File: config.mk
export PLATFORM = sky130hd
export DESIGN_NAME = sik_fetch
export DESIGN_NICKNAME = d
export VERILOG_FILES = /design/src/rtl/sik_pkg.sv /design/src/rtl/sik_thread_ctx.sv /design/src/rtl/sik_fetch.sv
export SDC_FILE = /design/constraint.sdc
export NUM_CORES = 1
export LEC_CHECK = 0
export CAP_MARGIN = 20
export CORE_MARGIN = 4
export CORE_UTILIZATION = 45
export CTS_CLUSTER_SIZE = 25
export DETAILED_ROUTE_END_ITERATION = 7
export PLACE_DENSITY = 0.81
export SYNTH_ARGS = -nofsm -noshare
export SYNTH_HDL_FRONTEND = slang
export SYNTH_SLANG_ARGS = --single-unit
File: constraint.sdc
create_clock -name clk -period 1.9 [get_ports clk]
set_input_delay 0.475 -clock clk [delete_from_list [all_inputs] [get_ports clk]]
set_output_delay 0.475 -clock clk [all_outputs]
set_load 0.01 [all_outputs]
File: src/rtl/sik_pkg.sv
// Shared widths, opcode map and immediate helper for the SIK stack pipeline.
// Latency: none (declarations only).
// Backpressure: none.
package sik_pkg;

  localparam int WORD    = 16;
  localparam int OPCODE  = 4;
  localparam int PRE     = 4;
  localparam int IMMED12 = 12;

  // Major opcodes, carried in inst[15:12]
  localparam logic [OPCODE-1:0] OP_EXT   = 4'h0;
  localparam logic [OPCODE-1:0] OP_GET   = 4'h1;
  localparam logic [OPCODE-1:0] OP_POP   = 4'h2;
  localparam logic [OPCODE-1:0] OP_PUT   = 4'h3;
  localparam logic [OPCODE-1:0] OP_CALL  = 4'h4;
  localparam logic [OPCODE-1:0] OP_JUMPF = 4'h5;
  localparam logic [OPCODE-1:0] OP_JUMP  = 4'h6;
  localparam logic [OPCODE-1:0] OP_JUMPT = 4'h7;
  localparam logic [OPCODE-1:0] OP_PUSH  = 4'h8;
  localparam logic [OPCODE-1:0] OP_PRE   = 4'hF;

  // Extended ops (OP_EXT), selected by immed12
  localparam logic [IMMED12-1:0] EXT_ADD = 12'h000;
  localparam logic [IMMED12-1:0] EXT_SUB = 12'h001;
  localparam logic [IMMED12-1:0] EXT_AND = 12'h002;
  localparam logic [IMMED12-1:0] EXT_OR  = 12'h003;
  localparam logic [IMMED12-1:0] EXT_XOR = 12'h004;
  localparam logic [IMMED12-1:0] EXT_RET = 12'h010;
  localparam logic [IMMED12-1:0] EXT_SYS = 12'h020;

  function automatic logic [WORD-1:0] sext12(input logic [IMMED12-1:0] v);
    return {{(WORD-IMMED12){v[IMMED12-1]}}, v};
  endfunction

endpackage

File: src/rtl/sik_thread_ctx.sv
// Per-thread fetch context: pc, pending prefix nibble, prefix-loaded flag, sticky halt.
// Latency: updates take effect on the next clock edge.
// Backpressure: caller only asserts fetch when the output stage can take a word.
module sik_thread_ctx
  import sik_pkg::*;
#(
  parameter logic [WORD-1:0] RESET_PC = '0
) (
  input  logic            clk,
  input  logic            reset,
  input  logic            fetch,
  input  logic            is_pre,
  input  logic [PRE-1:0]  pre_val,
  input  logic            redirect,
  input  logic [WORD-1:0] redir_pc,
  input  logic            halt_req,
  output logic [WORD-1:0] pc,
  output logic [PRE-1:0]  prefix,
  output logic            loaded,
  output logic            halted
);

  // Redirect wins over a same-cycle fetch and drops any pending prefix; halt is sticky until reset.
  always_ff @(posedge clk or negedge reset) begin
    if (!reset) begin
      pc     <= RESET_PC;
      prefix <= '0;
      loaded <= 1'b0;
      halted <= 1'b0;
    end else begin
      if (redirect) begin
        pc     <= redir_pc;
        loaded <= 1'b0;
      end else if (fetch) begin
        pc <= pc + 16'd1;
        if (is_pre) begin
          prefix <= pre_val;
          loaded <= 1'b1;
        end else begin
          loaded <= 1'b0;
        end
      end
      if (halt_req) halted <= 1'b1;
    end
  end

endmodule

File: src/rtl/sik_fetch.sv
// Two-thread alternating instruction fetch with pre-prefix folding into a 16-bit immediate.
// Latency: 1 cycle from imem read to out_valid.
// Backpressure: out_valid && !out_ready holds the bundle and freezes all fetch state.
module sik_fetch
  import sik_pkg::*;
#(
  parameter logic [WORD-1:0] RESET_PC0 = 16'h0000,
  parameter logic [WORD-1:0] RESET_PC1 = 16'h0000
) (
  input  logic        clk,
  input  logic        reset,
  output logic [15:0] imem_addr,
  input  logic [15:0] imem_data,
  output logic        out_valid,
  input  logic        out_ready,
  output logic        out_thread,
  output logic [15:0] out_pc,
  output logic [15:0] out_inst,
  output logic [15:0] out_immed,
  input  logic        redir_valid,
  input  logic        redir_thread,
  input  logic [15:0] redir_pc,
  input  logic [1:0]  thread_halt,
  output logic [1:0]  halted,
  output logic        halt
);

  logic [WORD-1:0] pc     [2];
  logic [PRE-1:0]  prefix [2];
  logic [1:0]      loaded;
  logic            tsel;

  logic            sel;
  logic            fetch_en;
  logic            is_pre;
  logic            redir_sel;
  logic            new_bundle;
  logic            squash_out;
  logic [1:0]      fetch_t;
  logic [1:0]      redir_t;
  logic [WORD-1:0] merged;

  // Thread pick, fetch gating and immediate merge for the word on imem_data.
  always_comb begin
    sel        = halted[tsel] ? ~tsel : tsel;
    fetch_en   = !(out_valid && !out_ready) && !(&halted);
    imem_addr  = pc[sel];
    is_pre     = (imem_data[WORD-1 -: OPCODE] == OP_PRE);
    redir_sel  = redir_valid && (redir_thread == sel);
    new_bundle = fetch_en && !is_pre && !redir_sel;
    squash_out = redir_valid && (redir_thread == out_thread);
    fetch_t    = fetch_en ? (2'b01 << sel) : 2'b00;
    redir_t    = redir_valid ? (2'b01 << redir_thread) : 2'b00;
    merged     = loaded[sel] ? {prefix[sel], imem_data[IMMED12-1:0]}
                             : sext12(imem_data[IMMED12-1:0]);
  end

  for (genvar t = 0; t < 2; t++) begin : g_ctx
    sik_thread_ctx #(
      .RESET_PC (t == 0 ? RESET_PC0 : RESET_PC1)
    ) u_ctx (
      .clk      (clk),
      .reset    (reset),
      .fetch    (fetch_t[t]),
      .is_pre   (is_pre),
      .pre_val  (imem_data[PRE-1:0]),
      .redirect (redir_t[t]),
      .redir_pc (redir_pc),
      .halt_req (thread_halt[t]),
      .pc       (pc[t]),
      .prefix   (prefix[t]),
      .loaded   (loaded[t]),
      .halted   (halted[t])
    );
  end

  // Output bundle register, alternation pointer and the combined halt flag.
  always_ff @(posedge clk or negedge reset) begin
    if (!reset) begin
      tsel       <= 1'b0;
      halt       <= 1'b0;
      out_valid  <= 1'b0;
      out_thread <= 1'b0;
      out_pc     <= '0;
      out_inst   <= '0;
      out_immed  <= '0;
    end else begin
      halt <= &halted;
      if (fetch_en) tsel <= ~sel;
      if (new_bundle) begin
        out_valid  <= 1'b1;
        out_thread <= sel;
        out_pc     <= pc[sel];
        out_inst   <= imem_data;
        out_immed  <= merged;
      end else if (out_valid && (out_ready || squash_out)) begin
        out_valid <= 1'b0;
      end
    end
  end

endmodule

======== Yosys cells after proc, flatten, opt, wreduce, memory -nomap -nowiden ========
Cells that the tools add are included.
operators by class
  bitwise gates (word level) .............. 5
  multiplexer cells ....................... 25
  equal/unequal tests ..................... 3
  add/sub/neg operators ................... 2
  magnitude comparators ................... 3
  shift-type cells ........................ 2
  reductions and logical operators ........ 19
operator list
  operator                                                     number
  2-to-1 mux 16 bit                                            8
  adder 16 x 1 -> 16 bit (second input constant)               2
  2-to-1 mux 1 bit                                             12
  2-to-1 mux 4 bit                                             3
  logical AND 1 bit                                            7
  AND reduction 3 bit                                          2
  nonzero test 2 bit                                           3
  logical NOT 1 bit                                            5
  equality test 4 bit (second input constant)                  1
  less-than comparator 1 x 2 -> 1 bit (second input constant)  2
  2-to-1 mux 2 bit                                             2
  inverter 1 bit                                               4
  << shifter 1 x 1 -> 2 bit (first input constant)             2
  equality test 1 bit                                          2
  greater-or-equal comparator 2 bit (second input constant)    1
  inverter 1 -> 2 bit                                          1
  AND reduction 2 bit                                          1
  logical OR 1 bit                                             1
word-level totals
  output and inout bits ................... 69
  logic and storage cells ................. 74
  register bits after elaboration ......... 96

======== Logic depth before layout (Yosys ltp) ========
  depth in word-level cells ............... 8
  mapped depth ............................ 6
  depth with buffers taken out ............ 5

======== Modules after synthesis ========
A second synthesis with hierarchy kept.
second synthesis, totals
  cells, all modules ...................... 367
  area total of the unflattened synthesis .. 4281.6 µm²
modules (own cells, without submodules)
  module          cells each  area each (µm²)  seq. area each (µm²)  times used
  sik_thread_ctx  112         1161.1           550.5                 2
  sik_fetch       143         1959.4           1001.0                1

======== Worst setup path after synthesis ========
OpenSTA, ideal clock, no wires.
  kind .................................... register to output
  start point ............................. register tsel
  end point ............................... output port imem_addr[11]
  path slack .............................. -82 ps
  stages on the path, launching flop included .. 6
  arrival ................................. 1507 ps
  data required time ...................... 1425 ps
  cells stage by stage .................... dfrtp_1 > nor2b_4 > buf_6 > nor2_2 > buf_2 > mux2_2
on the way
  longest elaborated chain between the ends .. 7
  elaborated cells between the ends (all ways) .. 8
ends and longest elaborated chain
  what                                                       line             RTL
  from (decl)                                                sik_fetch.sv:31  logic tsel;
  from (signal assigned)                                     sik_fetch.sv:89  if (fetch_en) tsel <= ~sel;
  2-to-1 mux 1 bit (implied by the code) (2 in series)       sik_fetch.sv:45  sel = halted[tsel] ? ~tsel : tsel;
  2-to-1 mux 1 bit (*)                                       sik_fetch.sv:45
  inverter 1 -> 2 bit (implied by the code) (*)              sik_fetch.sv:47  imem_addr = pc[sel];
  2-to-1 mux 16 bit (implied by the code) (*) (3 in series)  sik_fetch.sv:47
  to (decl)                                                  sik_fetch.sv:12  output logic [15:0] imem_addr,
Mark *: on every way between the ends. The rest lies on a longest branch, timed or not. The select of a mux whose other input is x is not followed.

======== Worst setup path in the final report ========
  start point ............................. register tsel
  end point ............................... output port imem_addr[4]
Same word-level chain as after synthesis.

==> out/results.tsv <==
metric	value	unit
status	finished, violations left	
violations	setup timing	
period_needed	2150	ps
dp_hpwl	8980	µm
hold_slack	60.7	ps
power_frac_seq	44.2	%
drt-wirelength-per-cell	18.7	µm
syn_inst	396	
worstPathArrival	1670	ps
path_common_cell	buf_6	
clock_skew	5.56	ps
ctsRootBufferMaster	clkbuf_8	
synth-compound-area-share	11.2	%
startpoint_type	flop	
synth-xor-area-share	2.45	%
area_delta_synth_final	46.7	%
p_sw	1.52	mW
fmax	466	MHz
worst-path-max-fanout	6	
clockBufferDepth	2	
drv_cap	0	
clock_power_share	24.0	%
overflow	0	
synth_area_per_cell	10.8	µm²
cts_buffers	9	
hold_buffers	0	
grt_use_total	23.2	%
crit_required	1420	ps
p_comb_share	31.8	%
gp_congestion	0.891	
multi_input_area	2120	µm²
synth_seq_cells	84	
crit_chain	nor2b_4 > nor2_4 > buf_6 > mux2_4 > buf_6	
cp_slowest_cell	dfrtp_1	
initial_core_util	46.4	%
routed_wl	12700	µm
seq_area	2100	µm²
grt_pass1_wl	20900	µm
grt_pass1_vias	4176	
cts_num_sinks	84	
grt_max_degree	31	
final_area	6290	µm²
path_clk_slew	80	ps
hold_viol	0	
hold_path.class	in2async	
power_leakage	2.70	nW
ys_types	46	
yosysSeqAreaShare	49.0	%
io_pins	108	
cts_tree	built	
fillCellCount	682	
ant_nets	0	
yosys_warnings	0	
cp-end-kind	output port	
final_util	68.1	%
rsz0062_at_grt	yes	
synth_edf_count	0	
internal_power	3.63	mW
routed-via-count	3860	
synth_fa_ha_area_share	0.583	%
viasPerCell	5.68	
crit_buf_inv	2	
power	5.16	mW
io_buffers	107	
critPathKind	reg2out	
dpl-instance-area	5770	µm²
slew_headroom	68.8	%
crit_family	flip-flops	
drive_gt1_share	32.5	%
die_area	11200	µm²
fin_crit_sh	113	%
slew_viol_final	0	
die_w	106	µm
row_count	35	
dieHeight	106	µm
finalSetupViolCount	49	
setup_slack	-248	ps
netSwitchingFraction	29.5	%
first_iter_violations	170	
finish.net_count	590	
htreeDepth	3	
synth-main-ff-cell	dfrtp_1	
synth_mux_area_share	14.8	%
syn-num-nets	437	
async_flop_share	100	%
drc	0	
ir_drop	0.626	mV
yosys.area_share.simple	16.5	%
syn_area	4290	µm²
antenna_found_initial	0	
antennaDiodeCount	0	
clkLatencyLatePin	350	ps
p_per_area	820	nW/µm²
core	9240	µm²
worstMarginPinSlew	465	ps
synth_top_family_by_area	simple AND/OR/NAND/NOR gates	
slowest_delay	420	ps
drtPass1Iterations	4	
[state kept, by name, summed over array words and instances (netlist names)]
register and cells:
g_ctx.u_ctx.loaded 2, g_ctx.u_ctx.prefix 8, out_pc 16, halt 1, out_immed 4, out_valid 1, g_ctx.u_ctx.halted 2, g_ctx.u_ctx.pc 32
out_inst 16, tsel 1, out_thread 1
[worst register-to-register path: cells and delay by family (launching register included)]
kind | cells | cell delay (ps)
buf+inv | 4 | 710
simple gates | 2 | 450
flops | 1 | 420
mux | 1 | 330
compound gates | 1 | 70
[cells in the mapped netlist (4+ instances only)]
cell type | instances | area [µm²]
dfrtp_1 | 84 | 2100
mux2_2 | 53 | 597
nor2_1 | 25 | 93.8
nand3_1 | 21 | 105
nand2_1 | 18 | 67.6
o31ai_1 | 18 | 135
buf_4 | 17 | 128
o21ai_0 | 16 | 80.1
a31oi_1 | 15 | 93.8
nand4_1 | 12 | 75.1
clkbuf_1 | 10 | 37.5
or4_1 | 10 | 75.1
a21oi_1 | 9 | 45.0
inv_1 | 8 | 30.0
or3_1 | 6 | 37.5
xnor2_1 | 6 | 52.6
xor2_1 | 6 | 52.6
and3_1 | 5 | 31.3
buf_2 | 5 | 25.0
mux2i_1 | 4 | 40.0
nand2b_1 | 4 | 25.0
nor4_1 | 4 | 25.0
o211ai_1 | 4 | 30.0
o22ai_1 | 4 | 25.0
or2_2 | 4 | 25.0
[layer usage]
metal / share of wire (%) / global-route usage [%] / up-vias
li1: - / - / 1752
met1: 41 / 29.4 / 1920
met2: 50 / 39.6 / 161
met3: 6.2 / 4.47 / 27
met4: 2.6 / 8.42 / 0
met5: 0 / 0 / -
[power by group through the flow]
stage | registers [mW] | clock network [mW] | logic (mW)
floorplan | 2.32 | 0 | 0.634
global placement | 2.29 | 0 | 1.48
detailed placement | 2.30 | 0 | 1.52
CTS | 2.28 | 1.26 | 1.64
global route | 2.31 | 1.32 | 1.76
finish | 2.28 | 1.24 | 1.64
[through the flow]
step | cells | setup TNS [ps] | worst slack [ps]
3_5_place_dp | 655 | -30110 | -473
2_1_floorplan | 396 | 0 | 21.2
4_1_cts | 678 | -6750 | -249
3_3_place_gp | 655 | -26770 | -422
6_report | 680 | -7840 | -248
5_1_grt | 680 | -10100 | -284
[cells in the final DEF (no fill, tap or decap), types with 3 or more instances in the layout]
cell             synthesis  layout
buf_4                   17      55
o211ai_1                 4       4
a21oi_1                  9       9
clkdlybuf4s50_1          0      87
and3_1                   5       4
inv_1                    8       8
xor2_1                   6       6
xnor2_1                  6       6
dlygate4sd2_1            0       3
nor4_1                   4       4
or2_2                    4       4
nand2_1                 18      17
mux2i_1                  4       4
nor2_1                  25      25
clkbuf_8                 0      10
o21ai_0                 16      13
o22ai_1                  4       4
nand3_2                  0       3
mux2_2                  53      40
mux2_4                   0      13
dfrtp_1                 84      84
or4_1                   10      10
and2_1                   3       3
buf_6                    1      22
o31ai_1                 18      15
nand4_1                 12      12
nand3_1                 21      18
buf_12                   0       3
or3_1                    6       5
a31oi_1                 15      15
nand2b_4                 0       3
[worst paths after layout]
| check | from | endpoint | slack (ps) | cells past startpoint |
|---|---|---|---|---|
| min in group clk | out_pc[8]$_DFFE_PN0P_ | out_pc[8]$_DFFE_PN0P_ | 510 | 1 |
| max reg2reg | tsel$_DFFE_PN0N_ | out_inst[1]$_DFFE_PN0P_ | -180 | 8 |
| max | tsel$_DFFE_PN0N_ | imem_addr[4] | -250 | 5 |
| min reg2reg | out_pc[8]$_DFFE_PN0P_ | out_pc[8]$_DFFE_PN0P_ | 510 | 1 |
| max in group asynchronous | reset | out_inst[8]$_DFFE_PN0P_ | 1270 | 2 |
| min | reset | g_ctx[0].u_ctx.pc[15]$_DFFE_PN0P_ | 60 | 1 |
[repair_timing]
item / CTS / global route
gates cloned: 2 / 0
pin swaps: 11 / 15
buffers inserted: 9 / 3
endpoints found under the setup margin: 63 / 73
resized for setup: 120 / 7
endpoints found under the hold margin: 0 / 0
[cell type report]
class | count | share of cell area (%)
Tap cell | 129 | 2.57
Sequential cell | 84 | 33.4
Clock inverter | 3 | 0.636
Timing Repair Buffer | 175 | 27.0
Inverter | 8 | 0.477
Clock buffer | 10 | 2.19
Multi-Input combinational cell | 271 | 33.7
[cells by family (layout without fill, tap and decap cells)]
family | Yosys count | count (layout)
mux | 57 | 57
compound gates | 73 | 73
flops | 84 | 84
buf+inv | 41 | 196
simple gates | 127 | 127
fa+ha+maj | 2 | 2
xor+xnor | 12 | 12
Power figures use the tool's default switching activity.
